===== src/rtl/ws_sa_ctrl.sv =====
// Job sequencer for the weight-stationary systolic PE array: loads weights, streams a_vec, tracks c_vec validity.
// Define WS_SA_CTRL_PERF_EN to add the perf_cycles / perf_bubbles counters.
module ws_sa_ctrl #(
   parameter int SIZE = 8,
   parameter int ROW  = 8,
   parameter int COL  = 8,
   parameter int LAT  = 8,
   parameter int CNTW = 16
) (
   input  logic                      clk,
   input  logic                      reset,
   input  logic                      start,
   input  logic [CNTW-1:0]           n_vec,
   input  logic [COL*SIZE-1:0]       w_row,
   input  logic                      w_valid,
   output logic                      w_ready,
   input  logic [ROW*SIZE-1:0]       a_in,
   input  logic                      a_valid,
   output logic                      a_ready,
   output logic [ROW*COL*SIZE-1:0]   b_vec,
   output logic [ROW*SIZE-1:0]       a_vec,
   output logic                      c_valid,
   output logic                      busy,
   output logic                      done
`ifdef WS_SA_CTRL_PERF_EN
   ,
   output logic [31:0]               perf_cycles,
   output logic [31:0]               perf_bubbles
`endif
);

   localparam int RCW  = $clog2(ROW + 1);
   localparam int ROWB = COL * SIZE;
   localparam logic [RCW-1:0] LAST_ROW = RCW'(ROW - 1);

   localparam logic [2:0] S_IDLE   = 3'd0;
   localparam logic [2:0] S_LOAD_W = 3'd1;
   localparam logic [2:0] S_STREAM = 3'd2;
   localparam logic [2:0] S_DRAIN  = 3'd3;
   localparam logic [2:0] S_DONE   = 3'd4;

   logic [2:0]      state;
   logic [RCW-1:0]  row_cnt;
   logic [CNTW-1:0] vec_left;
   logic [LAT-1:0]  vld_sr;
   logic            beat_p0;

   assign w_ready = (state == S_LOAD_W);
   assign a_ready = (state == S_STREAM);
   assign busy    = (state != S_IDLE);
   assign done    = (state == S_DONE);
   assign beat_p0 = a_ready & a_valid;

   // p0 -> p1: a_vec register and valid shift register advance together every cycle
   always_ff @(posedge clk) begin
      if (reset) begin
         state    <= S_IDLE;
         row_cnt  <= '0;
         vec_left <= '0;
         vld_sr   <= '0;
         c_valid  <= 1'b0;
         b_vec    <= '0;
         a_vec    <= '0;
      end else begin
         vld_sr  <= (vld_sr << 1) | LAT'(beat_p0);
         c_valid <= vld_sr[LAT-1];
         a_vec   <= beat_p0 ? a_in : '0;
         case (state)
            S_IDLE: begin
               if (start) begin
                  vec_left <= n_vec;
                  row_cnt  <= '0;
                  state    <= S_LOAD_W;
               end
            end
            S_LOAD_W: begin
               if (w_valid) begin
                  // row 1 sits in the MSBs of b_vec
                  for (int r = 0; r < ROW; r++) begin
                     if (row_cnt == RCW'(r)) b_vec[(ROW-1-r)*ROWB +: ROWB] <= w_row;
                  end
                  row_cnt <= row_cnt + RCW'(1);
                  if (row_cnt == LAST_ROW) state <= (vec_left != '0) ? S_STREAM : S_DONE;
               end
            end
            S_STREAM: begin
               if (a_valid) begin
                  if (vec_left != '0) vec_left <= vec_left - CNTW'(1);
                  if (vec_left <= CNTW'(1)) state <= S_DRAIN;
               end
            end
            S_DRAIN: begin
               if ((vld_sr == '0) && !c_valid) state <= S_DONE;
            end
            S_DONE:  state <= S_IDLE;
            default: state <= S_IDLE;
         endcase
      end
   end

`ifdef WS_SA_CTRL_PERF_EN
   always_ff @(posedge clk) begin
      if (reset) begin
         perf_cycles  <= '0;
         perf_bubbles <= '0;
      end else if ((state == S_IDLE) && start) begin
         perf_cycles  <= '0;
         perf_bubbles <= '0;
      end else if (state != S_IDLE) begin
         perf_cycles <= perf_cycles + 32'd1;
         if ((state == S_STREAM) && !a_valid) perf_bubbles <= perf_bubbles + 32'd1;
      end
   end
`endif

endmodule


===== config.mk =====
export PLATFORM = sky130hd
export DESIGN_NAME = ws_sa_ctrl
export DESIGN_NICKNAME = d
export VERILOG_FILES = /design/src/rtl/ws_sa_ctrl.sv
export SDC_FILE = /design/constraint.sdc
export NUM_CORES = 1
export LEC_CHECK = 0
export BUFFER_PORTS_ARGS = -buffer_cell sky130_fd_sc_hd__buf_2
export CAP_MARGIN = 0
export CORE_AREA = 2 2 282 284
export CTS_CLUSTER_DIAMETER = 100
export DETAILED_ROUTE_END_ITERATION = 16
export DIE_AREA = 0 0 284 286
export PLACE_DENSITY_LB_ADDON = 0.12
export SYNTH_ARGS = -nofsm -noshare
export SYNTH_HDL_FRONTEND = slang
export SYNTH_SLANG_ARGS = --single-unit

===== constraint.sdc =====
create_clock -name clk -period 5.9 [get_ports clk]
set_clock_uncertainty 0.05 [all_clocks]
set_input_delay 0.295 -clock clk [delete_from_list [all_inputs] [get_ports clk]]
set_output_delay 0.295 -clock clk [all_outputs]
set_load 0.05 [all_outputs]

==> results of run 1 <==
[area by class of cell]
| cell class | count | area, um^2 |
|---|---|---|
| Clock buffer | 112 | 2180 |
| Clock inverter | 16 | 259 |
| Fill cell | 8172 | 49000 |
| Inverter | 10 | 37.5 |
| Multi-Input combinational cell | 1790 | 8330 |
| Sequential cell | 608 | 12200 |
| Tap cell | 1050 | 1310 |
| Timing Repair Buffer | 875 | 5110 |
[power by group]
part	total, mW	internal (mW)	switching [mW]
logic	0.618	0.181	0.437
registers	4.18	4.15	0.0285
clock network	4.57	2.71	1.86
total	9.36	7.03	2.33
[routing by layer]
| metal | routed length (um) | track usage, % |
|---|---|---|
| met3 | 6530 | 5.73 |
| met1 | 35900 | 24.7 |
| met2 | 43900 | 36.3 |
| met4 | 2730 | 6.76 |
| met5 | 12 | 0 |
[critical path, delay by kind of cell, from the launching register on]
kind / cells / cell delay, ns
simple gates: 4 / 2.11
flops: 1 / 0.50
compound gates: 1 / 0.10
[cells in the mapped netlist, types with 3 or more instances]
cell type | number | share of area [%]
nor2b_1 | 9 | 0.26
nor3_1 | 7 | 0.16
a21o_1 | 6 | 0.21
buf_8 | 7 | 0.48
o21ai_0 | 3 | 0.069
nand2_1 | 1036 | 18
a21oi_2 | 60 | 2.4
and2_1 | 69 | 2.0
o21ai_1 | 12 | 0.27
nand2_2 | 9 | 0.26
a31oi_1 | 4 | 0.11
ha_1 | 6 | 0.34
nor4_1 | 4 | 0.11
or3_1 | 5 | 0.14
buf_6 | 15 | 0.77
or4_1 | 3 | 0.10
dfxtp_1 | 608 | 56
nand4_1 | 4 | 0.11
nor2_1 | 19 | 0.33
inv_1 | 10 | 0.17
a211oi_1 | 3 | 0.10
and3_1 | 5 | 0.14
clkbuf_1 | 121 | 2.1
a21oi_1 | 482 | 11
nand3_1 | 9 | 0.21
o32ai_1 | 3 | 0.12
buf_4 | 83 | 2.8
buf_2 | 21 | 0.48
nand2b_1 | 6 | 0.17
or2_2 | 5 | 0.14
[registers in the layout (all words and copies together) (netlist names)]
name      count
row_cnt       4
state         3
c_valid       1
vld_sr        8
b_vec       512
a_vec        64
vec_left     16
[metrics by stage]
step,power [mW],hold WS (ns),cells
global placement,4.81,0.388,4195
finish,9.36,0.0463,4461
global route,9.71,0.00974,4461
detailed placement,4.81,0.393,4195
floorplan,4.64,0.367,2655
CTS,9.50,0.00698,4461
[cell families after synthesis]
logic type,after synthesis,share of synthesized area (%)
compound gates,581,14.7
flops,608,55.6
fa+ha+maj,6,0.343
buf+inv,257,6.83
mux,1,0.0458
simple gates,1202,22.5
[final timing paths]
kind                    from    endpoint  slack [ns]  depth (start not counted)
setup / recovery    state[0]  b_vec[221]        2.91                          5
hold / removal     w_row[24]  b_vec[408]        0.05                          3
setup reg to reg    state[0]  b_vec[221]        2.91                          5
hold reg to reg   b_vec[127]  b_vec[127]        0.40                          2
==> metrics.md, run 1 <==
| Metric | Value |
|---|---|
| Status | finished, final reports clean |
| Main flop type after synthesis | dfxtp_1 |
| Gr usage total | 20.8% |
| Routability-driven placement congestion ratio | 0.820 |
| CTS H-Tree Depth | 3 |
| Worst-margin pin slew | 1.30 ns |
| CP max-delay cell | nand3_4 |
| CP endpoint kind | flop |
| Final min period | 2.99 ns |
| FP Rows | 103 |
| Diodes inserted | 0 |
| Final setup margin | 2.91 ns |
| Initial antenna violation count | 2 |
| DP Worst Slack | 2.92 ns |
| Max Fclk | between 0.3 and 0.4 GHz |
| Via density per instance | 4.59 |
| Io pins | 730 |
| CTS Root Cell | clkbuf_16 |
| Setup violators final | 0 |
| CTS Buffer Depth | 3 |
| Synth Register Bits | 608 |
| Layout Nets | about 3.5k |
| Relative slew slack | between 10% and 20% |
| DP Wirelength | 57100 um |
| Grt total ovfl | 0 |
| CTS Buf Count | 73 |
| Peak VDD IR | 206 uV |
| Core area | roughly 78000 um^2 |
| First-pass GRT wire length | roughly 130000 um |
| Ratio of cells with drive above 1 in the final layout | 27.6% |
| Vias in the first global route | 19.4k |
| Die Ht | 286 um |
| Final period utilization | 50.7% |
| Slowest stage delay, CP | 0.82 ns |
| Synth unique cells | 47 |
| Starting Density | 27.9% |
| Via count | 20.5k |
| Synthesized net count | 2810 |
| Crit path launch type | flop |
| Seq/Total Area, Yosys | 55.6% |
| ANT nets after route | 0 |
| Pwr/cell area | 318 nW/um^2 |
| Post-synth EDFFs | 0 |
| Setup TNS | 0 ns |
| CTS tree | done |
| Commonest non-fill, non-tap cell in the layout | nand2_1 |
| Hold_buf cts | 138 |
| Max-cap viol count | 0 |
| Critical-path cell list | or3b_1 > nor2_4 > nand3_4 > nand2_1 > a21oi_1 |
| Post-CTS resize count | 0 |
| Full die area | 81200 um^2 |
| Worst Path Max Fanout | 64 |
| DRC violations left | 0 |
| Area of the mapped netlist | 21900 um^2 |
| Post-CTS Setup Bufs | 0 |
| Finished Core Util | 37.5% |
| Iteration-0 DRC count of the detailed router | between 1k and 1.5k |
| DR pass1 iterations | 6 |
| Arr. time, crit path | 3.37 ns |
| P&R area growth vs syn | 34.4% |
| Wire per inst | approximately 20 um |
| Die Wd | 284 um |
| WP data required | 6.28 ns |
| RSZ-0062 raised after global routing | false |
| Fin. max-slew vios | 0 |
| Mapped Cells | 2655 |
| Kind of critical path | reg -> reg |
| P_leak | 12.3 nW |
| Yosys warns | 0 |
| Mean post-synth cell area | just over 8 um^2 |
| TritonCTS Sinks | about 610 |
| Leading cell types in the layout, fill and taps excluded | nand2_1, buf_2, dfxtp_1 |
| Area of placed instances | 25600 um^2 |
| Async SR Flop Fraction | 0% |
| Number of buffers added on ports | 729 |
| Largest net degree at the start of global routing | 219 |
| Design area | between 20000 and 30000 um^2 |
| Clk slew on worst S/H paths | 0.06 ns |
| Latest clock arrival within the worst-skew pair | 0.60 ns |
| Routed WL | 89100 um |
| Min-Delay Path Class | in -> reg |
| Final-report hold violation count | 0 |
(Power assumes the default switching activity.)
==> run 2: changes to the inputs <==
==> constraint.sdc (replaced) <==
create_clock -name clk -period 2.5 [get_ports clk]
set_clock_uncertainty 0.05 [all_clocks]
set_input_delay 0.125 -clock clk [delete_from_list [all_inputs] [get_ports clk]]
set_output_delay 0.125 -clock clk [all_outputs]
set_load 0.05 [all_outputs]
==> run 2 against run 1 <==
Count of clock-buffer cells in the layout fell by 4. Sequential power rose by 140%. Non-clock buffer count rose by 57. Global-route usage rose by 0.18 points. Critical endpoint is now w_ready.
==> metrics.md, run 2 (synthesized netlist as in run 1, its figures left out) <==
| Metric | Value |
|---|---|
| Status | finished, final reports clean |
| TritonCTS Sinks | 608 |
| Number of buffers added on ports | 729 |
| CTS Buf Count | 72 |
| Pwr/cell area | about 720 nW/um^2 |
| Worst-margin pin slew | ~0.72 ns |
| Gr usage total | 21.0% |
| Layout Nets | roughly 3.6k |
| Ratio of cells with drive above 1 in the final layout | 28.6% |
| Sw Share | between 20 and 25% |
| Die Ht | ~290 um |
| First-pass GRT wire length | 129000 um |
| DR pass1 iterations | 5 |
| Most flops, register | b_vec |
| Initial antenna violation count | 0 |
| Die Wd | 284 um |
| Sequential power share | 45.4% |
| CTS Buffer Depth | 3 |
| Clk slew on worst S/H paths | 0.05 ns |
| Max-cap viol count | 0 |
| Leading cell types in the layout, fill and taps excluded | nand2_1, buf_2, dfxtp_1 |
| FP Rows | 103 |
| CTS Root Cell | clkbuf_16 |
| CTS tree | done |
| DRC violations left | 0 |
| ANT nets after route | 0 |
| Crit path launch type | flop |
| Design area | ~30000 um^2 |
| Final min period | 2.30 ns |
| Area of placed instances | 26200 um^2 |
| RSZ-0062 raised after global routing | false |
| Relative slew slack | 51.8% |
| Via density per instance | 4.59 |
| Clock power share | 47.5% |
| Hold Slack | 0.0842 ns |
| Kind of critical path | reg -> out |
| Wire per inst | 19.8 um |
| Diodes inserted | 0 |
| Worst Path Max Fanout | 6 |
| Sw power | 5.25 mW |
| Full die area | 81200 um^2 |
| Cell internal pwr | 16.4 mW |
| P_leak | 12.6 nW |
| Vias in the first global route | 19.7k |
| Max Fclk | 0.435 GHz |
| Top flop regs | b_vec x512, a_vec x64, vec_left x16 |
| WP data required | 2.33 ns |
| Final-report hold violation count | 0 |
| Number of flip-flops in the largest register | between 500 and 600 |
| Min-Delay Path Class | in -> reg |
| Core area | 78400 um^2 |
| CP endpoint kind | output pin |
| Fin. max-slew vios | 0 |
| Setup TNS | 0 ns |
| Setup violators final | 0 |
| Grt total ovfl | 0 |
| P&R area growth vs syn | 37.1% |
| Routability-driven placement congestion ratio | 0.816 |
| Iteration-0 DRC count of the detailed router | 1207 |
| CTS H-Tree Depth | 3 |
| DP Wirelength | 60000 um |
| Commonest non-fill, non-tap cell in the layout | nand2_1 |
| Latest clock arrival within the worst-skew pair | 0.59 ns |
| Arr. time, crit path | 2.12 ns |
| Final period utilization | 91.9% |
| Routed WL | a little under 90000 um |
| Starting Density | 27.9% |
| Combinational power share | slightly above 7% |
| Largest net degree at the start of global routing | 98 |
| Via count | 20.7k |
| Peak VDD IR | 486 uV |
| Io pins | 730 |
-- run 2: per-stage QoR --
step                      power [mW]  utilization [%]  worst slack, ns  instances
after global placement          11.4             33.4            0.372       4243
after CTS                       22.0             38.3           0.0409       4517
final                           21.7             38.3            0.202       4517
after global routing            22.5             38.3           0.0798       4517
after detailed placement        11.4             33.4            0.324       4243
after floorplan                 10.9                -            0.337       2655
-- run 2: metal layers --
layer | vias to the layer above | part of all wire (%) | global-route usage (%)
met4 | 0 | 4.8 | 10.1
met3 | 187 | 7.0 | 5.13
met2 | 745 | 49 | 35.7
li1 | 10021 | - | -
met1 | 9764 | 40 | 24.9
met5 | - | 0 | 0
-- run 2: area by class of cell --
type                    count  area (um^2)
fillers                  8156        48400
repair buffers            932         5830
inverters                  10         41.3
flip-flops and latches    608        12200
multi-input cells        1790         8330
clock inverters            19          189
clock buffers             108         2120
well taps                1050         1310
-- run 2: final timing paths --
kind / from / slack, ns / cells past startpoint / endpoint
max: state[2] / 0.20 / 4 / w_ready
min: start / 0.08 / 6 / state[2]
max reg2reg: state[2] / 0.30 / 6 / b_vec[220]
min reg2reg: b_vec[127] / 0.40 / 2 / b_vec[127]
-- run 2: timing repair --
action / in CTS / in global routing
buffers inserted: 0 / 0
endpoints found under the setup margin: 1 / 1
endpoints found under the hold margin: 603 / 0
gates resized for setup: 1 / 1
hold buffers: 147 / 0
-- run 2: power groups by stage --
stage,registers (mW),logic (mW),clock network [mW]
floorplan,10.3,0.646,0
global placement,10.1,1.37,0
detailed placement,10.1,1.38,0
CTS,9.84,1.56,10.6
global route,9.85,1.66,11.0
finish,9.85,1.55,10.3
-- run 2: critical path, cell delays in order (launching register included) --
cell and delay (ns):
dfxtp_1 0.30, or3b_1 0.48, buf_4 0.22, inv_1 0.19, buf_2 0.33
==> run 3: changes to the inputs <==
==> constraint.sdc (replaced) <==
create_clock -name clk -period 2.5 [get_ports clk]
set_clock_uncertainty 0.05 [all_clocks]
set_input_delay 0.125 -clock clk [delete_from_list [all_inputs] [get_ports clk]]
set_output_delay 0.125 -clock clk [all_outputs]
set_load 0.02 [all_outputs]
==> run 3 against run 2 <==
Worst setup slack got worse by 0.060 ns. Global-route usage hardly changed. Fmax shrank 2.5%. Cell area hardly changed. First-iteration DRC count grew 4.0%. Combinational power down 11%. Worst hold slack lost 0.011 ns. Count of clock-buffer cells in the layout fell by 2. Wire length up 0.25%. Critical path type unchanged. Largest power group unchanged. Highest routed layer is now met5.
==> metrics.md, run 3 (synthesized netlist as in run 1, its figures left out) <==
| Metric | Value |
|---|---|
| Number of flip-flops in the largest register | 512 |
| DR pass1 iterations | 5 |
| Die Ht | 286 um |
| Area of placed instances | roughly 26000 um^2 |
| Top flop regs | b_vec x512, a_vec x64, vec_left x16 |
| Sw Share | 23.9% |
| CTS tree | done |
| Initial antenna violation count | 1 |
| Largest net degree at the start of global routing | 98 |
| Dpl cells | between 4k and 5k |
| Via count | 20.7k |
| Final-report hold violation count | 0 |
| Worst-margin pin slew | 0.747 ns |
| Crit path launch type | flop |
| RSZ-0062 raised after global routing | false |
| Final min period | roughly 2.4 ns |
| Finished Core Util | 38.3% |
| First-pass GRT wire length | between 100000 and 150000 um |
| Clk slew on worst S/H paths | 0.06 ns |
| Max Fclk | 0.424 GHz |
| Sw power | 5.16 mW |
| Io pins | 730 |
| Leading cell types in the layout, fill and taps excluded | nand2_1, buf_2, dfxtp_1 |
| Grt total ovfl | 0 |
| Latest clock arrival within the worst-skew pair | 0.60 ns |
| Status | finished, final reports clean |
| Routability-driven placement congestion ratio | 0.814 |
| Full die area | 81200 um^2 |
| CTS Root Cell | clkbuf_16 |
| Design area | between 30000 and 40000 um^2 |
| TritonCTS Sinks | 608 |
| Worst Path Max Fanout | 15 |
| Kind of critical path | reg -> out |
| Ratio of cells with drive above 1 in the final layout | 28.6% |
| Iteration-0 DRC count of the detailed router | 1255 |
| Setup violators final | 0 |
| Commonest non-fill, non-tap cell in the layout | nand2_1 |
| CTS Buffer Depth | 3 |
| Wire per inst | about 20 um |
| Fill count | 8157 |
| P_leak | between 10 and 15 nW |
| Core area | 78400 um^2 |
| Pwr/cell area | a little over 700 nW/um^2 |
| WP data required | 2.33 ns |
| Peak VDD IR | between 400 and 500 uV |
| Final period utilization | a little over nine tenths |
| Post-CTS resize count | 0 |
| Max-cap viol count | 0 |
| Relative slew slack | about 50% |
| Non-filler instance count after layout | 4518 |
| Starting Density | around 28% |
| Layout Nets | roughly 3.6k |
| Sequential power share | 45.5% |
| CTS Buf Count | 72 |
| ANT nets after route | 0 |
| Fin. max-slew vios | 0 |
| CTS H-Tree Depth | 3 |
| Register Area | around 12000 um^2 |
| Min-Delay Path Class | in -> reg |
| Number of buffers added on ports | about 730 |
| Area occupied by multi-input gates | 8330 um^2 |
| Clock power share | 48.1% |
| Setup TNS | 0 ns |
| FP Rows | around 100 |
| Routed WL | 89500 um |
| R2R setup slack | 0.26 ns |
| Combinational power share | 6.4% |
| P&R area growth vs syn | 37.1% |
| Gr usage total | around a fifth |
| Hold Slack | 0.0734 ns |
| DP Wirelength | 60000 um |
| Vias in the first global route | 19.8k |
| DRC violations left | 0 |
| Arr. time, crit path | 2.18 ns |
| Cell internal pwr | roughly 16 mW |
| Via density per instance | approximately 4.6 |
| Die Wd | around 280 um |
| Post-CTS Setup Bufs | 0 |
| CP endpoint kind | output pin |
| Most flops, register | b_vec |
-- run 3: power by group through the flow --
| stage | registers [mW] | logic, mW | clock network, mW |
|---|---|---|---|
| global route | 9.85 | 1.49 | 11.0 |
| finish | 9.85 | 1.38 | 10.4 |
| floorplan | 10.1 | 0.635 | 0 |
| global placement | 10.1 | 1.21 | 0 |
| detailed placement | 10.1 | 1.21 | 0 |
| CTS | 9.84 | 1.39 | 10.7 |
-- run 3: path summary, 6_finish.rpt --
path,cells past startpoint,to,startpoint
max,5,a_ready,state[1]
min,6,state[2],start
min reg2reg,2,b_vec[127],b_vec[127]
max reg2reg,6,vec_left[1],vec_left[8]
-- run 3: metal layers --
layer / up-vias / track usage [%] / share of wire, %
met5: - / 0 / 0.015
met4: 2 / 8.70 / 3.9
met3: 150 / 5.03 / 6.6
met2: 745 / 36.5 / 49
met1: 9733 / 24.9 / 40
li1: 10030 / - / -
-- run 3: timing repair --
| action | 4_1_cts | 5_1_grt |
|---|---|---|
| endpoints found under the hold margin | 603 | 0 |
| endpoints found under the setup margin | 0 | 0 |
| hold buffers | 147 | 0 |
-- run 3: cell type report --
cell class | instances | area share, %
Clock buffer | 106 | 7.07
Sequential cell | 608 | 40.6
Inverter | 10 | 0.125
Timing Repair Buffer | 934 | 19.5
Tap cell | 1050 | 4.38
Antenna cell | 1 | 0.00834
Clock inverter | 19 | 0.630
Multi-Input combinational cell | 1790 | 27.8
-- run 3: critical path, cell delays in order (launching register included) --
cell and delay (ns):
dfxtp_1 0.32, buf_4 0.16, or3b_1 0.60, inv_1 0.16, buf_4 0.16, buf_2 0.17
-- run 3: through the flow --
step	total power [mW]	worst slack, ns
floorplan	10.8	0.579
global placement	11.3	0.369
detailed placement	11.3	0.305
CTS	21.9	0.100
global route	22.4	0.0257
finish	21.6	0.142
